<file path="config.mk">
export PLATFORM = sky130hd
export DESIGN_NAME = rsa_job_scheduler
export DESIGN_NICKNAME = d
export VERILOG_FILES = /design/src/rtl/rsa_job_scheduler.sv
export SDC_FILE = /design/constraint.sdc
export NUM_CORES = 1
export LEC_CHECK = 0
export BUFFER_PORTS_ARGS = -buffer_cell sky130_fd_sc_hd__buf_2
export CAP_MARGIN = 15
export CELL_PAD_IN_SITES_DETAIL_PLACEMENT = 0
export CELL_PAD_IN_SITES_GLOBAL_PLACEMENT = 1
export CORE_AREA = 2 2 508 510
export CTS_BUF_LIST = sky130_fd_sc_hd__clkbuf_8
export CTS_CLUSTER_DIAMETER = 50
export DETAILED_ROUTE_END_ITERATION = 8
export DIE_AREA = 0 0 510 512
export PLACE_DENSITY = 0.37
export SKIP_CTS_REPAIR_TIMING = 1
export SLEW_MARGIN = 5
export SYNTH_ARGS = -nofsm -noshare
export SYNTH_HDL_FRONTEND = slang
export SYNTH_SLANG_ARGS = --single-unit
</file>
<file path="constraint.sdc">
create_clock -name clk -period 2.3 [get_ports clk]
set_input_delay 0.46 -clock clk [delete_from_list [all_inputs] [get_ports clk]]
set_output_delay 0.46 -clock clk [all_outputs]
set_load 0.005 [all_outputs]
</file>
<file path="src/rtl/rsa_job_scheduler.sv">
// Round-robin scheduler sharing one RSA control core between NREQ requesters:
// accepts a job, sequences core reset/start, waits for finish, returns the result.
module rsa_job_scheduler #(
    parameter int unsigned WIDTH          = 256,
    parameter int unsigned NREQ           = 2,
    parameter int unsigned SETUP_CYCLES   = 100,
    parameter int unsigned TIMEOUT_CYCLES = 4096
) (
    input  logic                   clk,
    input  logic                   reset,
    input  logic [NREQ-1:0]        req_valid,
    output logic [NREQ-1:0]        req_ready,
    input  logic [NREQ-1:0]        req_mode,
    input  logic [NREQ*WIDTH-1:0]  req_msg,
    output logic [NREQ-1:0]        rsp_valid,
    input  logic [NREQ-1:0]        rsp_ready,
    output logic [WIDTH-1:0]       rsp_msg,
    output logic                   rsp_err,
    output logic                   core_reset,
    output logic                   core_start,
    output logic                   core_mode,
    output logic [WIDTH-1:0]       core_msg_in,
    input  logic [WIDTH-1:0]       core_msg_out,
    input  logic                   core_finish
);

    localparam int unsigned IW = (NREQ > 1) ? $clog2(NREQ) : 1;
    localparam int unsigned SW = $clog2(SETUP_CYCLES + 1);
    localparam int unsigned TW = $clog2(TIMEOUT_CYCLES + 1);
    localparam logic [SW-1:0] SETUP_LAST = SW'(SETUP_CYCLES - 1);
    localparam logic [TW-1:0] WAIT_LAST  = TW'(TIMEOUT_CYCLES - 1);

    typedef enum logic [2:0] {
        IDLE,
        CORE_RST,
        SETUP,
        START,
        WAIT,
        RESP
    } state_t;

    state_t          state;
    logic [IW-1:0]   last;
    logic [IW-1:0]   owner;
    logic            armed;
    logic [SW-1:0]   setup_cnt;
    logic [TW-1:0]   wait_cnt;

    logic [NREQ-1:0]  grant_c;
    logic [IW-1:0]    grant_idx_c;
    logic             grant_any_c;
    logic [WIDTH-1:0] sel_msg_c;
    int unsigned      idx;

    // Round-robin search starting just after the last granted requester.
    always_comb begin
        grant_c     = '0;
        grant_idx_c = '0;
        grant_any_c = 1'b0;
        idx         = 0;
        for (int unsigned k = 1; k <= NREQ; k++) begin
            idx = (32'(last) + k) % NREQ;
            if (!grant_any_c && req_valid[IW'(idx)]) begin
                grant_any_c = 1'b1;
                grant_idx_c = IW'(idx);
            end
        end
        grant_c[grant_idx_c] = grant_any_c;
    end

    always_comb begin
        sel_msg_c = '0;
        for (int unsigned i = 0; i < NREQ; i++) begin
            if (grant_idx_c == IW'(i)) begin
                sel_msg_c = req_msg[i*WIDTH +: WIDTH];
            end
        end
    end

    assign req_ready = (state == IDLE) ? grant_c : '0;

    always_ff @(posedge clk) begin
        if (reset) begin
            state       <= IDLE;
            last        <= IW'(NREQ - 1);
            owner       <= '0;
            armed       <= 1'b0;
            setup_cnt   <= '0;
            wait_cnt    <= '0;
            rsp_valid   <= '0;
            rsp_msg     <= '0;
            rsp_err     <= 1'b0;
            core_reset  <= 1'b0;
            core_start  <= 1'b0;
            core_mode   <= 1'b0;
            core_msg_in <= '0;
        end else begin
            core_reset <= 1'b0;
            core_start <= 1'b0;
            case (state)
                IDLE: begin
                    if (grant_any_c) begin
                        core_mode   <= req_mode[grant_idx_c];
                        core_msg_in <= sel_msg_c;
                        owner       <= grant_idx_c;
                        last        <= grant_idx_c;
                        core_reset  <= 1'b1;
                        state       <= CORE_RST;
                    end
                end
                CORE_RST: begin
                    setup_cnt <= '0;
                    state     <= SETUP;
                end
                SETUP: begin
                    if (setup_cnt == SETUP_LAST) begin
                        core_start <= 1'b1;
                        state      <= START;
                    end else begin
                        setup_cnt <= setup_cnt + SW'(1);
                    end
                end
                START: begin
                    armed    <= 1'b0;
                    wait_cnt <= '0;
                    state    <= WAIT;
                end
                WAIT: begin
                    // A finish already high at START belongs to the previous job.
                    if (!core_finish) begin
                        armed <= 1'b1;
                    end
                    if (core_finish && armed) begin
                        rsp_msg   <= core_msg_out;
                        rsp_err   <= 1'b0;
                        rsp_valid <= NREQ'(1) << owner;
                        state     <= RESP;
                    end else if (wait_cnt == WAIT_LAST) begin
                        rsp_msg   <= '0;
                        rsp_err   <= 1'b1;
                        rsp_valid <= NREQ'(1) << owner;
                        state     <= RESP;
                    end else begin
                        wait_cnt <= wait_cnt + TW'(1);
                    end
                end
                RESP: begin
                    if (rsp_ready[owner]) begin
                        rsp_valid <= '0;
                        state     <= IDLE;
                    end
                end
                default: state <= IDLE;
            endcase
        end
    end

endmodule

</file>
==> summary.txt <==
Cells and area
  • Area of the multi-input gates: 6740 um2
  • Final Non-Filler Cells: 7,270
  • # nets final: 4,537
  • Reg area: 10,900 um2
  • Layout cells sized above 1: 0.415
  • Area grow syn2layout: 118%
  • Fillers: between 20,000 and 30,000

Status
  • Failing checks: setup timing
  • Run status: finished with violations

Timing
  • Clk_skew: 0.0861 ns
  • Worst hold slack: 0.106 ns
  • Unrepaired setup endpoints after global routing: true
  • Max-slew violation count: 0
  • Final setup margin: -0.301 ns
  • Setup-failing EPs final: 1
  • FMAX: 384 MHz
  • Worst slew pin tran: 0.787 ns
  • Final Hold Viols: 0
  • Period utilization: 1.13
  • Slew margin rel.: 0.476
  • Crit path time final: 2.60 ns

GRT
  • Pin count of the biggest net entering global routing: ~120
  • GRT Util Overall: 0.122
  • Grt ovf: 0
  • Global-route wire length before repair: 214,000 um
  • Vias in the first global route: 21,000
  • Initial antenna violation count: 88

Worst setup path
  • Crit path required time: 1.84 ns
  • WP depth: 5
  • WP data arrival: ~2.1 ns
  • Crit-path max FO: 7
  • Setup crit end kind: output pin
  • R2R setup slack: 0.16 ns
  • Worst r2r src: state[1]
  • Worst Setup Start Kind: flip-flop
  • RR Endpoint: core_msg_in[79]
  • CP max stage delay: 0.36 ns
  • Cell Chain, Critical Path: nor3_4 -> buf_6 -> nor3b_4 -> buf_12 -> buf_6
  • CP top delay family: simple AND/OR/NAND/NOR gates
  • Slowest cell on crit path: dfxtp_4
  • Worst reg2reg path depth: 7
  • Bufs and invs on worst path: 3
  • Most frequent CP cell: buf_6
  • Crit path kind: flip-flop to output pin

Drt
  • DR WL/cell: between 20 and 25 um
  • DR DRC count: 0
  • Met2 Wirelength: 74,100 um
  • Vias/cell: 3.38
  • Routed vias: 24,500
  • Top Layer Used: met5
  • Iteration-0 DRC Markers: 2,427
  • WL met3: 18,500 um
  • WL met1: 75,900 um
  • 1st-pass router iterations: 9
  • Total Wirelength: 172,000 um
  • Detail Route Antenna Nets: 0

Yosys
  • Simple-gate portion of the synthesized area: 0.0789
  • Main combinational cell family by area after synthesis: compound AO/OA/AOI/OAI gates
  • Synth warn: 0
  • Syn avg cell area: 11.2 um2
  • Synth area leaders: dfxtp_1 59%, a222oi_1 14%, a22o_1 12%
  • Most common cell in the netlist: dfxtp_1
  • Top cells by count, synth: 544 x dfxtp_1, 272 x nor2_1, 257 x a222oi_1
  • Cell taking the most area after synthesis: dfxtp_1
  • Net Count, Synth: 2,422
  • Compound-Gate Fraction of Synth Area: 0.280
  • Number of synthesized flops with an enable pin: 0
  • Synth Area in Adders: 0.00136
  • Register area share after synthesis: 0.593
  • Top cell type's share of synthesized area: 0.593
  • Mux cell area share after synthesis: 0.00177
  • Yosys reg bits: about 540
  • Cell Area, Synth: 18,400 um2
  • Post-synthesis xor/xnor area fraction: 0.00191
  • Unique masters post-synth: 50
  • Post-Syn Instances: 1,643
  • Post-synth top flop: dfxtp_1
  • FFs w/ async S/R, synth: 0

Floorplan
  • Initial Utilization: 0.0718
  • Die ar.: 261,000 um2
  • Die Ht: 512 um
  • Cell Rows: about 190
  • Core Area: 256,000 um2
  • Die W: 510 um
  • I/O pin total: 1,297

Power and ir drop
  • Leak pwr: 17.8 nW
  • Peak VDD IR: around 0.46 mV
  • Power Dens Cells: 813 nW/um2

Clock network
  • CTS Buf Count: 121
  • Sink Count: 544
  • Htree depth: 3
  • CTS tree: built
  • Clk_lat worst skew: 0.90 ns
  • Clock transition at path regs: 0.06 ns
  • CTS root buf: clkbuf_8
  • Longest Clk Path Bufs: 3

Min path
  • HP Class: primary input to flip-flop
  • Hold Path Stages: 3
  • Worst hold path startpoint: req_msg[402]
  • Hold Path Sink: core_msg_in[146]

Place
  • Port Buf Inserts: ~1,300
  • Inst Count DP: just over 6,000
  • GPL Wtd Cong: 0.897
  • Dpl hpwl: 141,000 um

Job
  • Max-Cap Viols: 0
metrics by stage:
step / util / total power (W) / cell area [um2] / setup slack (ns) / setup TNS (ns)
after floorplan: - / 0.0147 / 18400 / 0.392 / 0
after global placement: 0.115 / 0.0192 / 29300 / -0.0716 / -6.08
after detailed placement: 0.115 / 0.0192 / 29300 / -0.118 / -14.44
after CTS: 0.125 / 0.0317 / 32000 / -0.715 / -8.20
after global routing: 0.156 / 0.0343 / 39900 / -0.483 / -0.564
final: 0.156 / 0.0325 / 40000 / -0.301 / -0.301
flip-flops by register name (all words and copies together) (netlist names), 2 cells and up:
register / count
wait_cnt: 13
rsp_valid: 2
setup_cnt: 7
state: 3
rsp_msg: 256
core_msg_in: 256
final cells by class:
type	instances	area share
Timing Repair Buffer	2171	0.383
Sequential cell	544	0.273
Inverter	10	0.000939
Clock inverter	71	0.0185
Antenna cell	41	0.00257
Multi-Input combinational cell	910	0.169
Clock buffer	139	0.0479
Tap cell	3384	0.106
power breakdown:
part           leakage [nW]  internal [W]  switching, W
clock network          1.48       0.00691       0.00525
registers              4.43        0.0105      0.000679
logic                  11.8       0.00414       0.00500
metal layers:
layer	vias up	GRT usage
li1	10900	-
met1	12000	0.156
met2	1358	0.183
met3	243	0.0605
met4	14	0.0287
met5	-	0
kinds of logic after synthesis:
| family | Yosys count |
|---|---|
| AOI/OAI and AO/OA | 561 |
| DFF | 544 |
| and+or+nand+nor | 340 |
| buffers and inverters | 189 |
| xor gates and xnor gates | 4 |
| muxes | 3 |
| adders and majority gates | 2 |
worst max-delay path by stage:
stage | end | startpoint
2_1_floorplan | rsp_msg[0] | wait_cnt[0]
3_3_place_gp | rsp_msg[51] | core_finish
3_5_place_dp | rsp_msg[153] | core_finish
4_1_cts | req_ready[0] | state[0]
5_1_grt | req_ready[0] | state[1]
6_report | req_ready[0] | state[1]
worst reg2reg max path, cell delays in order, from the launching register on:
cell and delay, ns:
dfxtp_4 0.36, nor3_4 0.16, buf_6 0.12, nor3b_4 0.33
buf_4 0.18, buf_4 0.48, a222oi_1 0.34, nor2_1 0.13
cell usage in the layout, fill, tap and decap left out, types with 3 or more instances in the layout:
cell type	n
nand4_1	4
nor3_1	5
buf_12	22
clkbuf_8	139
nor4_1	6
inv_12	3
nor4b_1	3
a222oi_1	257
buf_4	80
bufinv_16	12
clkinv_2	15
nor2_1	271
clkinv_16	3
o31ai_1	8
a21oi_1	17
dlygate4sd3_1	771
or4_1	7
nand3_1	10
xnor2_1	4
buf_6	3
inv_1	45
a22o_1	256
dfxtp_2	3
diode_2	41
dfxtp_1	540
or2_2	3
buf_2	1293
nand2_1	13
o211ai_1	5
Note: power is estimated with default switching activity, not from simulation.
